File: src/rtl/key_entry_if.sv
// key_entry_if: keypad event, display and commit handshake bundle between scanner/consumer and key_entry_ctrl.
interface key_entry_if #(parameter int DIGITS = 4) ();
  logic [3:0]          key_num;
  logic                key_en;
  logic                out_ready;
  logic [4*DIGITS-1:0] out_data;
  logic                out_valid;
  logic [4*DIGITS-1:0] disp_data;
  logic [DIGITS-1:0]   disp_mask;
  logic                overflow;
  logic                busy;
  modport master (output key_num, key_en, out_ready, input out_data, out_valid, disp_data, disp_mask, overflow, busy);
  modport slave  (input key_num, key_en, out_ready, output out_data, out_valid, disp_data, disp_mask, overflow, busy);
endinterface

File: src/rtl/key_entry_ctrl.sv
// key_entry_ctrl: sequences keypad events into a hex entry, shows it live and commits it over valid/ready.
// Optional backspace key is enabled by defining KEY_ENTRY_BACKSPACE_EN.
module key_entry_ctrl #(
  parameter int         DIGITS         = 4,
  parameter logic [3:0] ENTER_KEY      = 4'hE,
  parameter logic [3:0] CLEAR_KEY      = 4'hF,
  parameter logic [3:0] BKSP_KEY       = 4'hD,
  parameter int         TIMEOUT_CYCLES = 100000000-1,
  parameter int         TO_WIDTH       = 27
) (
  input logic clk,
  input logic rst_n,
  key_entry_if.slave bus
);
  localparam int W  = 4*DIGITS;
  localparam int CW = $clog2(DIGITS+1);
  localparam logic [CW-1:0]       FULL   = CW'(DIGITS);
  localparam logic [CW-1:0]       ONE    = CW'(1);
  localparam logic [TO_WIDTH-1:0] TO_MAX = TO_WIDTH'(TIMEOUT_CYCLES);
  typedef enum logic [1:0] {IDLE, ENTRY, HOLD} state_t;
  state_t state, state_nxt;
  logic [W-1:0] buf_q, buf_nxt, odata_q, odata_nxt;
  logic [CW-1:0] cnt_q, cnt_nxt;
  logic [DIGITS-1:0] mask_q;
  logic [TO_WIDTH-1:0] to_q, to_nxt;
  logic oval_q, oval_nxt, ovf_q, ovf_nxt, busy_q;
  logic is_ent, is_clr, is_bk, is_dig, full, timeout, accept;
  assign is_ent = bus.key_en && bus.key_num == ENTER_KEY;
  assign is_clr = bus.key_en && bus.key_num == CLEAR_KEY;
`ifdef KEY_ENTRY_BACKSPACE_EN
  assign is_bk = bus.key_en && bus.key_num == BKSP_KEY;
`else
  assign is_bk = 1'b0;
`endif
  assign is_dig  = bus.key_en && !is_ent && !is_clr && !is_bk;
  assign full    = cnt_q == FULL;
  assign timeout = state == ENTRY && !bus.key_en && to_q == TO_MAX;
  assign accept  = state == HOLD && oval_q && bus.out_ready;
  always_ff @(posedge clk or negedge rst_n)
    if (!rst_n) state <= IDLE;
    else state <= state_nxt;
  always_comb begin
    state_nxt = state == IDLE  ? (is_dig ? ENTRY : IDLE)
              : state == ENTRY ? (is_ent ? HOLD : (is_clr || timeout || (is_bk && cnt_q == ONE)) ? IDLE : ENTRY)
              : (accept ? IDLE : HOLD);
  end
  always_comb begin
    buf_nxt   = buf_q;
    cnt_nxt   = cnt_q;
    odata_nxt = odata_q;
    oval_nxt  = oval_q;
    ovf_nxt   = state == ENTRY && is_dig && full;
    if (state != HOLD && is_dig && !full) begin
      buf_nxt = W'({buf_q, bus.key_num});
      cnt_nxt = cnt_q + ONE;
    end
    if (state == ENTRY && is_bk) begin
      buf_nxt = buf_q >> 4;
      cnt_nxt = cnt_q - ONE;
    end
    if (state == ENTRY && is_ent) begin
      odata_nxt = buf_q;
      oval_nxt  = 1'b1;
    end
    if ((state == ENTRY && (is_clr || timeout)) || accept) begin
      buf_nxt = '0;
      cnt_nxt = '0;
    end
    if (accept) oval_nxt = 1'b0;
    to_nxt = (state_nxt == ENTRY && !bus.key_en) ? to_q + TO_WIDTH'(1) : '0;
  end
  always_ff @(posedge clk or negedge rst_n)
    if (!rst_n) begin
      buf_q   <= '0;
      cnt_q   <= '0;
      odata_q <= '0;
      oval_q  <= 1'b0;
      ovf_q   <= 1'b0;
      to_q    <= '0;
      mask_q  <= '0;
      busy_q  <= 1'b0;
    end else begin
      buf_q   <= buf_nxt;
      cnt_q   <= cnt_nxt;
      odata_q <= odata_nxt;
      oval_q  <= oval_nxt;
      ovf_q   <= ovf_nxt;
      to_q    <= to_nxt;
      mask_q  <= DIGITS'((64'd1 << cnt_nxt) - 64'd1);
      busy_q  <= state_nxt != IDLE;
    end
  assign bus.disp_data = buf_q;
  assign bus.disp_mask = mask_q;
  assign bus.out_data  = odata_q;
  assign bus.out_valid = oval_q;
  assign bus.overflow  = ovf_q;
  assign bus.busy      = busy_q;
endmodule
File: src/flat_wrapper.sv
// flat-port wrapper written by rule: the top's interface ports become plain ports
module key_entry_ctrl_flat 
#(
  parameter int         DIGITS         = 4,
  parameter logic [3:0] ENTER_KEY      = 4'hE,
  parameter logic [3:0] CLEAR_KEY      = 4'hF,
  parameter logic [3:0] BKSP_KEY       = 4'hD,
  parameter int         TIMEOUT_CYCLES = 100000000-1,
  parameter int         TO_WIDTH       = 27
)
  (clk, rst_n, bus_key_num, bus_key_en, bus_out_ready, bus_out_data, bus_out_valid, bus_disp_data, bus_disp_mask, bus_overflow, bus_busy);
  key_entry_if #(.DIGITS(DIGITS)) bus_i ();
  input logic clk;
  input logic rst_n;
  input wire logic [$bits(bus_i.key_num)-1:0] bus_key_num;
  input wire logic [$bits(bus_i.key_en)-1:0] bus_key_en;
  input wire logic [$bits(bus_i.out_ready)-1:0] bus_out_ready;
  output wire logic [$bits(bus_i.out_data)-1:0] bus_out_data;
  output wire logic [$bits(bus_i.out_valid)-1:0] bus_out_valid;
  output wire logic [$bits(bus_i.disp_data)-1:0] bus_disp_data;
  output wire logic [$bits(bus_i.disp_mask)-1:0] bus_disp_mask;
  output wire logic [$bits(bus_i.overflow)-1:0] bus_overflow;
  output wire logic [$bits(bus_i.busy)-1:0] bus_busy;
  assign bus_i.key_num = bus_key_num;
  assign bus_i.key_en = bus_key_en;
  assign bus_i.out_ready = bus_out_ready;
  assign bus_out_data = bus_i.out_data;
  assign bus_out_valid = bus_i.out_valid;
  assign bus_disp_data = bus_i.disp_data;
  assign bus_disp_mask = bus_i.disp_mask;
  assign bus_overflow = bus_i.overflow;
  assign bus_busy = bus_i.busy;
  key_entry_ctrl #(.DIGITS(DIGITS), .ENTER_KEY(ENTER_KEY), .CLEAR_KEY(CLEAR_KEY), .BKSP_KEY(BKSP_KEY), .TIMEOUT_CYCLES(TIMEOUT_CYCLES), .TO_WIDTH(TO_WIDTH)) u_core (.clk(clk), .rst_n(rst_n), .bus(bus_i));
endmodule
File: config.mk
export PLATFORM = sky130hd
export DESIGN_NAME = key_entry_ctrl_flat
export DESIGN_NICKNAME = d
export VERILOG_FILES = /design/src/rtl/key_entry_if.sv /design/src/rtl/key_entry_ctrl.sv /design/src/flat_wrapper.sv
export SDC_FILE = /design/constraint.sdc
export NUM_CORES = 1
export LEC_CHECK = 0
export BUFFER_PORTS_ARGS = -buffer_cell sky130_fd_sc_hd__clkbuf_2
export CORE_ASPECT_RATIO = 0.6
export CORE_UTILIZATION = 45
export DETAILED_ROUTE_END_ITERATION = 10
export PLACE_DENSITY = 0.66
export SLEW_MARGIN = 40
export SYNTH_ARGS = -nofsm -noshare
export SYNTH_HDL_FRONTEND = slang
export SYNTH_SLANG_ARGS = --single-unit
File: constraint.sdc
create_clock -name clk -period 2.9 [get_ports clk]
set_input_delay 0.435 -clock clk [delete_from_list [all_inputs] [get_ports clk]]
set_output_delay 0.435 -clock clk [all_outputs]
set_load 0.005 [all_outputs]
# Yosys cells after proc, flatten, opt, wreduce, memory -nomap -nowiden
# Cells that the tools add are included.
[op_classes]
shifts = 1
eq_ne = 8
mux = 13
n_addsub = 3
reduce_logical = 25
[ops]
columns = ["cell", "n"]
rows = [
  ["16-bit two-way mux", 2],
  ["27-bit by 1-bit adder with 27-bit output, second input constant", 1],
  ["27-bit == test, second input constant", 1],
  ["27-bit two-way mux", 1],
  ["1-bit logical AND", 15],
  ["4-bit == test, second input constant", 2],
  ["2-bit two-way mux", 4],
  ["3-bit two-way mux", 2],
  ["2-bit nonzero test", 3],
  ["2-bit by 1-bit == test with 1-bit output, second input constant", 2],
  ["1-bit zero test", 4],
  ["1-bit two-way mux", 4],
  ["1-bit by 3-bit left shift with 4-bit output, first input constant", 1],
  ["4-bit by 1-bit subtractor with 4-bit output, second input constant", 1],
  ["3-bit by 1-bit adder with 3-bit output, second input constant", 1],
  ["3-bit == test, second input constant", 1],
  ["2-bit == test, second input constant", 1],
  ["2-bit zero test", 1],
  ["1-bit logical OR", 2],
  ["2-bit inequality test, second input constant", 1],
]
[totals]
input_bits = 8
register_bits = 71
out_inout_bits = 39
elab_cells = 59

# Longest topological paths before layout
# Gate-level depths: netlist of run 1.
[depth]
depth_word = 11
mapped_depth = 9
ltp_nobuf = 9

# Worst setup path after synthesis of run 1
# No wires, ideal clock.
[synth_timing]
kind = "register to register"
from = "register u_core.cnt_q[0]"
to = "register u_core.mask_q[2], in the netlist u_core.bus.disp_mask[2]"
n_path_buf = 0
path_stages_with_launch = 10
period_less_slack_ns = 2.115
slack_ns = 0.785
arrival_time_ns = 1.977
setup_time_ns = 0.138
required_time_ns = 2.762
cell_sequence = "dfrtp_1 -> inv_1 -> ha_1 -> nand2_1 -> nand4_1 -> a211oi_1 -> a21oi_1 -> or2_2 -> ha_1 -> xor2_1"
[synth_via]
elab_chain_cells = 7
word_cells_on_any_way = 8
classes_between = "add/sub (2); eq/ne (1); shift (1); mux (2); reduce/logical (2)"
[synth_rtl]
columns = ["item", "line", "source"]
rows = [
  ["start: declaration", "key_entry_ctrl.sv:23", "logic [CW-1:0] cnt_q, cnt_nxt;"],
  ["start signal: assignment", "key_entry_ctrl.sv:84", "cnt_q <= cnt_nxt;"],
  ["branches (longest 3 deep; another with 3-bit by 1-bit adder with 3-bit output)", "n/a", ""],
  ["3-bit two-way mux *", "key_entry_ctrl.sv:53", "if (state != HOLD && is_dig && !full) begin"],
  ["3-bit two-way mux *", "key_entry_ctrl.sv:65", "if ((state == ENTRY && (is_clr || timeout)) || accept) begin"],
  ["1-bit by 3-bit left shift with 4-bit output *", "key_entry_ctrl.sv:89", "mask_q <= DIGITS'((64'd1 << cnt_nxt) - 64'd1);"],
  ["4-bit by 1-bit subtractor with 4-bit output *", "key_entry_ctrl.sv:89", ""],
  ["end signal: assignment", "key_entry_ctrl.sv:89", ""],
  ["end: declaration", "key_entry_ctrl.sv:24", "logic [DIGITS-1:0] mask_q;"],
]
# Every way passes the cells marked *.
# A chain may end at the register's enable or synchronous reset.

# Final worst setup path of run 1
# Ends and elaborated chain as after synthesis.

==> results of run 1 <==
per-stage QoR:
step / total power [mW] / area, sq um / util (%) / cells
3_5_place_dp: 2.38 / 3510 / 51.7 / 430
4_1_cts: 3.66 / 3850 / 56.8 / 446
2_1_floorplan: 1.99 / 3210 / - / 305
3_3_place_gp: 2.35 / 3500 / 51.6 / 430
5_1_grt: 3.85 / 3860 / 56.8 / 446
6_report: 3.63 / 3860 / 56.8 / 446
power breakdown:
| group | switching, mW | internal, mW |
|---|---|---|
| combinational | 0.461 | 0.415 |
| clock | 0.407 | 0.859 |
| sequential | 0.230 | 1.26 |
cell families after synthesis:
kind of cell,count (synthesis)
simple gates,140
buf+inv,18
compound gates,27
xor+xnor,28
mux,17
fa+ha+maj,4
flops,71
cell usage after synthesis, drive strengths merged (7+ instances only):
cell   instances
buf            9
nor2          35
dfrtp         71
a21oi         19
nand3         10
nand4         10
xnor2         17
nor3           8
xor2          11
nand2         44
mux2          16
nor4           9
inv            7
sequential cells by signal (all words and copies together), names as in the netlist:
register              cells
u_core.state              2
u_core.bus.disp_mask      4
u_core.bus.out_valid      1
u_core.bus.disp_data     16
u_core.bus.busy           1
u_core.to_q              27
u_core.bus.out_data      16
u_core.bus.overflow       1
u_core.cnt_q              3
layout make-up:
class	instances	area share, %
tap	87	2.82
clock inverter	6	2.79
multi-input combinational	216	34.8
inverter	7	0.681
timing repair buffer	49	6.65
clock buffer	10	6.20
sequential	71	46.1
metal layers:
metal,part of all wire [%],wire length (um)
met2,37,2490
met4,1.3,87
met5,0,0
met1,55,3710
met3,5.9,397
how the worst max path moves through the flow:
stage / start / endpoint / slack [ns]
3_3_place_gp: u_core.cnt_q[0] / u_core.bus.disp_mask[2] / 0.48
2_1_floorplan: u_core.cnt_q[0] / u_core.bus.disp_mask[2] / 0.78
6_report: u_core.cnt_q[0] / u_core.bus.disp_mask[2] / 0.32
4_1_cts: u_core.cnt_q[0] / u_core.bus.disp_mask[2] / 0.38
5_1_grt: u_core.cnt_q[0] / u_core.bus.disp_mask[2] / 0.12
3_5_place_dp: u_core.cnt_q[0] / u_core.bus.disp_mask[2] / 0.39
==> impl_metrics.yaml, run 1 <==
clock_tree:
  cts.sinks: 71
  h-tree-depth: 3
  post-cts-setup-buffer-count: 0
  clk_pin_slew_ns: 0.06
  cts_buffer_depth: 2
  clock_latency_ns: 0.34
  cts_buffers: 9
  tritoncts: "built"
  postCtsHoldBufs: 0
  cts_resized: 0
  cts_root_buf: "clkbuf_16"
cells_and_area:
  nets: 366
  final_cell_mix: "dfrtp_1, clkbuf_2, nand2_1"
  n_fill_cell: 592
  syn2layout_area_growth_pct: 20.0
  layout_commonest_cell: "dfrtp_1"
  final-seq-area_sq_mm: 0.00178
  multi_input_area_sq_mm: 0.00134
  diodes: 0
  layout-drive-gt1-share_pct: 24.5
grt:
  grt_use_met3_pct: 8.08
  grt_pass1_vias: 2183
  antenna_found_initial: 0
  globalRouteOverflowTotal: 0
  grt_first_pass_wirelength_mm: 11.3
  grt_max_degree: 72
  busiest_layer: "met1"
  met1_usage_pct: 31.3
  grtUsageMet2_pct: 25.3
  grtUsageTotal_pct: 20.5
critical_path:
  crit_slowest_cell: "and4_1"
  critPathMaxStageDelay_ns: 0.72
  r2r_end: "u_core.bus.disp_mask[2]"
  start_kind: "flop"
  critPathKind: "flop to flop"
  worstPathRequired_ns: 3.10
  crit_arrival_ns: 2.78
  cp.depth: 7
  crit_chain: "inv_1, ha_1, nand2_1, and4_1, mux2i_1, nor4_1, xor2_1"
  cp_num_buf_inv: 1
  rr_startpoint: "u_core.cnt_q[0]"
  critPathMaxFanout: 21
  cp-end-kind: "flop"
  reg2reg_depth: 7
  crit_family: "simple AND/OR/NAND/NOR gates"
  r2r_slack_ns: 0.32
synthesis:
  synth_xor_area_share_pct: 7.63
  syn-num-nets: 317
  synthAdderAreaFrac_pct: 1.56
  synthArstFlopShare_pct: 100
  synth_top_cell_by_area: "dfrtp_1"
  synth-simple-area-share_pct: 21.9
  synthTopCellsByArea: "dfrtp_1, mux2_2, nand2_1, xnor2_1, nor2_1"
  muxShareOfSynthArea_pct: 5.92
  synth_area_sq_mm: 0.00321
  synth_compound_area_share_pct: 4.71
  syn_area_per_cell_sq_um: 10.5
  ys_ff_latch: 71
  synth_flop_cell: "dfrtp_1"
  yosys.area.top_type_share_pct: 55.3
  ys_seq_area_share_pct: 55.3
  yosysUniqueCellTypes: 35
  syn-instance-count: 305
  synth_top_family_by_area: "simple AND/OR/NAND/NOR gates"
  synth_edf_count: 0
  yosysWarnings: 0
sta:
  hold_ws_ns: 0.196
  fin_crit_sh_pct: 88.9
  max_slew_margin_pct: 49.0
  hold_violations: 0
  max_freq_ghz: 0.388
  worst_pin_slew_ns: 0.766
  finClkSkew_ns: 0.00539
  slew_viol_final: 0
  setup_ws_ns: 0.320
  rsz0062_at_grt: "false"
  fin_tns_setup_ns: 0
  layout_min_cycle_time_ns: 2.58
  finalSetupViolCount: 0
placement:
  place_ws_ns: 0.391
  place.port_buffers: 46
  hpwl_mm: 4.58
  place_congestion: 0.781
floorplan:
  dieArea_sq_mm: 0.00750
  start_util_pct: 47.3
  die_w_um: 111
  chipHeight_um: 67.5
  core_sq_mm: 0.00679
  ios: 47
  row_count: 23
routing:
  avgRoutedWirePerCell_um: 15.0
  firstDrtPassIters: 7
  viasPerCell: 5.19
  wl_mm: 6.68
  drc: 7
  antenna_left: 0
  first_iter_violations: 136
  dr_total_vias: 2316
run_status:
  violations: "DRC"
  status: "finished with violations"
power:
  leakagePower_nw: 1.79
  peakVddDrop_mv: 0.664
  p_per_area_mw_per_mm2: 942
run:
  drv_cap: 0
min_path:
  hold_path_class: "input pin to asynchronous set/reset pin"
No activity file was read; power rests on OpenSTA's default activity.
==> inputs of run 2 (changes only) <==
==> constraint.sdc (replaced) <==
create_clock -name clk -period 2.9 [get_ports clk]
set_input_delay 0.145 -clock clk [delete_from_list [all_inputs] [get_ports clk]]
set_output_delay 0.145 -clock clk [all_outputs]
set_load 0.005 [all_outputs]
==> impl_metrics.yaml, run 2 (synthesized netlist as in run 1, its figures left out) <==
run_status:
  status: "finished with violations"
  violations: "DRC"
critical_path:
  cp-end-kind: "flop"
  crit_arrival_ns: 2.74
  worstPathRequired_ns: 3.09
  crit_slowest_cell: "and4_1"
  crit_chain: "inv_1, ha_1, nand2_1, and4_1, mux2i_1, nor4_1, xor2_1"
  critPathMaxStageDelay_ns: 0.70
  critPathMaxFanout: 21
  start_kind: "flop"
  critPathKind: "flop to flop"
floorplan:
  core_sq_mm: 0.00679
  dieArea_sq_mm: 0.00750
  ios: 47
  chipHeight_um: 67.5
  start_util_pct: 47.3
  row_count: 23
  die_w_um: 111
clock_tree:
  tritoncts: "built"
  cts_root_buf: "clkbuf_16"
  clock_latency_ns: 0.33
  clk_pin_slew_ns: 0.06
  cts_buffer_depth: 2
  h-tree-depth: 3
  cts_buffers: 9
  cts.sinks: 71
  post-cts-setup-buffer-count: 0
power:
  peakVddDrop_mv: 0.595
  p_per_area_mw_per_mm2: 925
  p_total_mw: 3.56
  leakagePower_nw: 1.78
grt:
  grt_first_pass_wirelength_mm: 11.7
  antenna_found_initial: 0
  grtUsageTotal_pct: 21.2
  grt_max_degree: 42
  globalRouteOverflowTotal: 0
  grt_pass1_vias: 2260
run:
  drv_cap: 0
routing:
  avgRoutedWirePerCell_um: 15.5
  viasPerCell: 5.32
  firstDrtPassIters: 7
  dr_total_vias: 2371
  wl_mm: 6.91
  first_iter_violations: 143
  antenna_left: 0
  drc: 6
cells_and_area:
  syn2layout_area_growth_pct: 19.7
  nets: 366
  largest_register_ffs: 27
  final_core_util_pct: 56.6
  diodes: 0
  layout-drive-gt1-share_pct: 23.7
  layout_commonest_cell: "dfrtp_1"
  top_register: "u_core.to_q"
  final_cell_mix: "dfrtp_1, clkbuf_2, nand2_1"
sta:
  layout_min_cycle_time_ns: 2.55
  hold_violations: 0
  slew_viol_final: 0
  worst_pin_slew_ns: 0.737
  finalSetupViolCount: 0
  finClkSkew_ns: 0.00439
  fin_crit_sh_pct: 88.0
  max_freq_ghz: 0.392
  setup_ws_ns: 0.348
  rsz0062_at_grt: "false"
  max_slew_margin_pct: 50.9
  fin_tns_setup_ns: 0
placement:
  place_congestion: 0.816
  hpwl_mm: 4.91
  place_ws_ns: 0.376
  place.port_buffers: 46
min_path:
  hold_path_class: "input pin to flop"
## run 2: changes by cell type in the layout (fill, tap and decap cells not counted), sizes merged
cell | before | now
clkinvlp | 1 | 0
clkinv | 2 | 1
dlygate4sd3 | 0 | 1
buf | 4 | 3
bufinv | 3 | 2
clkbuf | 55 | 58
## run 2: power breakdown
group / total, mW / internal (mW) / switching (mW)
Sequential: 1.48 / 1.26 / 0.223
Combinational: 0.885 / 0.418 / 0.468
Clock: 1.19 / 0.798 / 0.391
## run 2: final cells by class
type,instances,area (sq um)
clock buffer,13,260
timing repair buffer,49,268
fill,613,2950
multi-input combinational,216,1340
clock inverter,3,65.1
inverter,7,26.3
tap,87,109
sequential,71,1780
## run 2: per-layer routing
| metal | routed length [um] | up-vias | track usage [%] | part of all wire [%] |
|---|---|---|---|---|
| met4 | 46 | 0 | 6.25 | 0.67 |
| li1 | - | 1147 | - | - |
| met2 | 2730 | 52 | 28.2 | 39 |
| met1 | 3780 | 1166 | 31.6 | 55 |
| met5 | 0 | - | 0 | 0 |
| met3 | 365 | 6 | 7.90 | 5.3 |
## run 2: worst max-delay path, delay by kind of cell (launching register included)
kind	cells	cell delay (ns)
simple gates	3	1.27
flops	1	0.47
fa+ha+maj	1	0.23
mux	1	0.20
buf+inv	1	0.12
xor+xnor	1	0.12
## run 2: path summary, 6_finish.rpt
path,startpoint,to,slack (ns),depth (start not counted)
worst min-delay path,bus_key_num[3],u_core.bus.disp_data[3],0.06,3
worst max-delay path,u_core.cnt_q[0],u_core.bus.disp_mask[2],0.35,7
max in group asynchronous,rst_n,u_core.to_q[20],1.86,3
min in group asynchronous,rst_n,u_core.bus.out_data[4],0.39,2
worst max register to register,u_core.cnt_q[0],u_core.bus.disp_mask[2],0.35,7
worst min register to register,u_core.to_q[0],u_core.to_q[0],0.50,1
## run 2: through the flow
stage / hold WS, ns / instances / cell area (sq um)
finish: 0.0585 / 446 / 3850
global placement: 0.232 / 429 / 3510
global route: 0.0611 / 446 / 3850
CTS: 0.0420 / 446 / 3840
detailed placement: 0.232 / 429 / 3510
floorplan: -0.151 / 305 / 3210
## run 2: repair_timing
action | 4_1_cts | 5_1_grt
endpoints found under the hold margin | 30 | 0
resized for setup | 0 | 0
hold buffers | 1 | 0
setup endpoints to repair | 0 | 0
==> inputs of run 3 (changes only) <==
==> constraint.sdc (replaced) <==
create_clock -name clk -period 2.9 [get_ports clk]
set_input_delay 0.29 -clock clk [delete_from_list [all_inputs] [get_ports clk]]
set_output_delay 0.29 -clock clk [all_outputs]
set_load 0.005 [all_outputs]
==> impl_metrics.yaml, run 3 (synthesized netlist as in run 1, its figures left out) <==
run_status:
  status: "finished with violations"
  violations: "DRC"
critical_path:
  crit_slowest_cell: "and4_1"
  r2r_slack_ns: 0.38
  critPathMaxFanout: 21
  critPathKind: "flop to flop"
  cp-end-kind: "flop"
  crit_chain: "inv_1, ha_1, nand2_1, and4_1, nor4_1, a211oi_1, ha_1, xor2_1"
  crit_top_cell: "ha_1"
  worstPathRequired_ns: 3.15
  crit_arrival_ns: 2.77
  start_kind: "flop"
  critPathMaxStageDelay_ns: 0.70
cells_and_area:
  largest_register_ffs: 27
  top_register: "u_core.to_q"
  layout-drive-gt1-share_pct: 24.4
  layout_commonest_cell: "dfrtp_1"
  syn2layout_area_growth_pct: 20.9
  final_cell_mix: "dfrtp_1, clkbuf_2, nand2_1"
  nets: 367
  diodes: 0
floorplan:
  core_sq_mm: 0.00679
  dieArea_sq_mm: 0.00750
  chipHeight_um: 67.5
  die_w_um: 111
  start_util_pct: 47.3
  row_count: 23
  ios: 47
sta:
  finalSetupViolCount: 0
  hold_violations: 0
  fin_tns_setup_ns: 0
  worst_pin_slew_ns: 0.743
  fin_crit_sh_pct: 87.0
  slew_viol_final: 0
  rsz0062_at_grt: "false"
  max_slew_margin_pct: 50.5
  max_freq_ghz: 0.396
  finClkSkew_ns: 0.00721
  setup_ws_ns: 0.378
  layout_min_cycle_time_ns: 2.52
clock_tree:
  cts.sinks: 71
  h-tree-depth: 3
  cts_root_buf: "clkbuf_16"
  cts_resized: 0
  clock_latency_ns: 0.33
  tritoncts: "built"
  post-cts-setup-buffer-count: 0
  postCtsHoldBufs: 0
  cts_buffers: 9
  clk_pin_slew_ns: 0.06
  cts_buffer_depth: 2
placement:
  place_congestion: 0.831
  hpwl_mm: 4.86
  place_ws_ns: 0.410
  place.port_buffers: 46
grt:
  grt_max_degree: 33
  busiest_layer: "met1"
  grtUsageTotal_pct: 20.3
  met1_usage_pct: 30.3
  antenna_found_initial: 0
  grtUsageMet2_pct: 27.6
  grt_first_pass_wirelength_mm: 11.5
  grt_use_met3_pct: 5.39
  globalRouteOverflowTotal: 0
  grt_pass1_vias: 2265
run:
  drv_cap: 0
routing:
  drc: 6
  avgRoutedWirePerCell_um: 15.4
  firstDrtPassIters: 10
  dr_total_vias: 2397
  first_iter_violations: 169
  wl_mm: 6.88
  viasPerCell: 5.36
  antenna_left: 0
power:
  peakVddDrop_mv: 0.399
  p_per_area_mw_per_mm2: 960
  leakagePower_nw: 1.81
min_path:
  hold_path_class: "input pin to asynchronous set/reset pin"
==> run 3: path summary, 6_finish.rpt <==
path | start | to | depth (start not counted)
max | u_core.cnt_q[0] | u_core.bus.disp_mask[2] | 8
min | rst_n | u_core.bus.out_data[4] | 1
max reg2reg | u_core.cnt_q[0] | u_core.bus.disp_mask[2] | 8
min reg2reg | u_core.to_q[0] | u_core.to_q[0] | 1
max in group asynchronous | rst_n | u_core.to_q[20] | 2
min in group clk | bus_key_num[2] | u_core.bus.disp_data[2] | 3
==> run 3: routing by layer <==
metal  vias to the layer above  part of all wire, %
li1                       1159                    -
met2                        78                   39
met5                         -                    0
met3                         9                  6.1
met1                      1151                   54
met4                         0                  1.2
==> run 3: critical path, delay by kind of cell (launching register included) <==
kind	cells	cell delay, ns
xor gates and xnor gates	1	0.15
buffers and inverters	1	0.12
adders and majority gates	2	0.45
AOI/OAI and AO/OA	1	0.35
and+or+nand+nor	3	0.91
DFF	1	0.47
==> run 3: layout make-up <==
cell class	count	area, sq um
Timing Repair Buffer	50	260
Fill cell	590	2910
Clock buffer	11	243
Tap cell	87	109
Sequential cell	71	1780
Inverter	7	26.3
Multi-Input combinational cell	216	1340
Clock inverter	5	129
==> run 3: per-stage QoR <==
stage	total power, mW	hold slack (ns)	cells	area, sq um	utilization, %
2_1_floorplan	1.99	-0.00559	305	3210	-
3_3_place_gp	2.35	0.381	431	3510	51.7
3_5_place_dp	2.38	0.393	431	3510	51.7
4_1_cts	3.76	0.0302	447	3880	57.2
5_1_grt	3.93	0.0573	447	3880	57.2
6_report	3.73	0.0107	447	3880	57.2
==> run 3: power breakdown <==
part,internal (mW),switching (mW)
sequential,1.26,0.221
combinational,0.418,0.470
clock,0.952,0.410
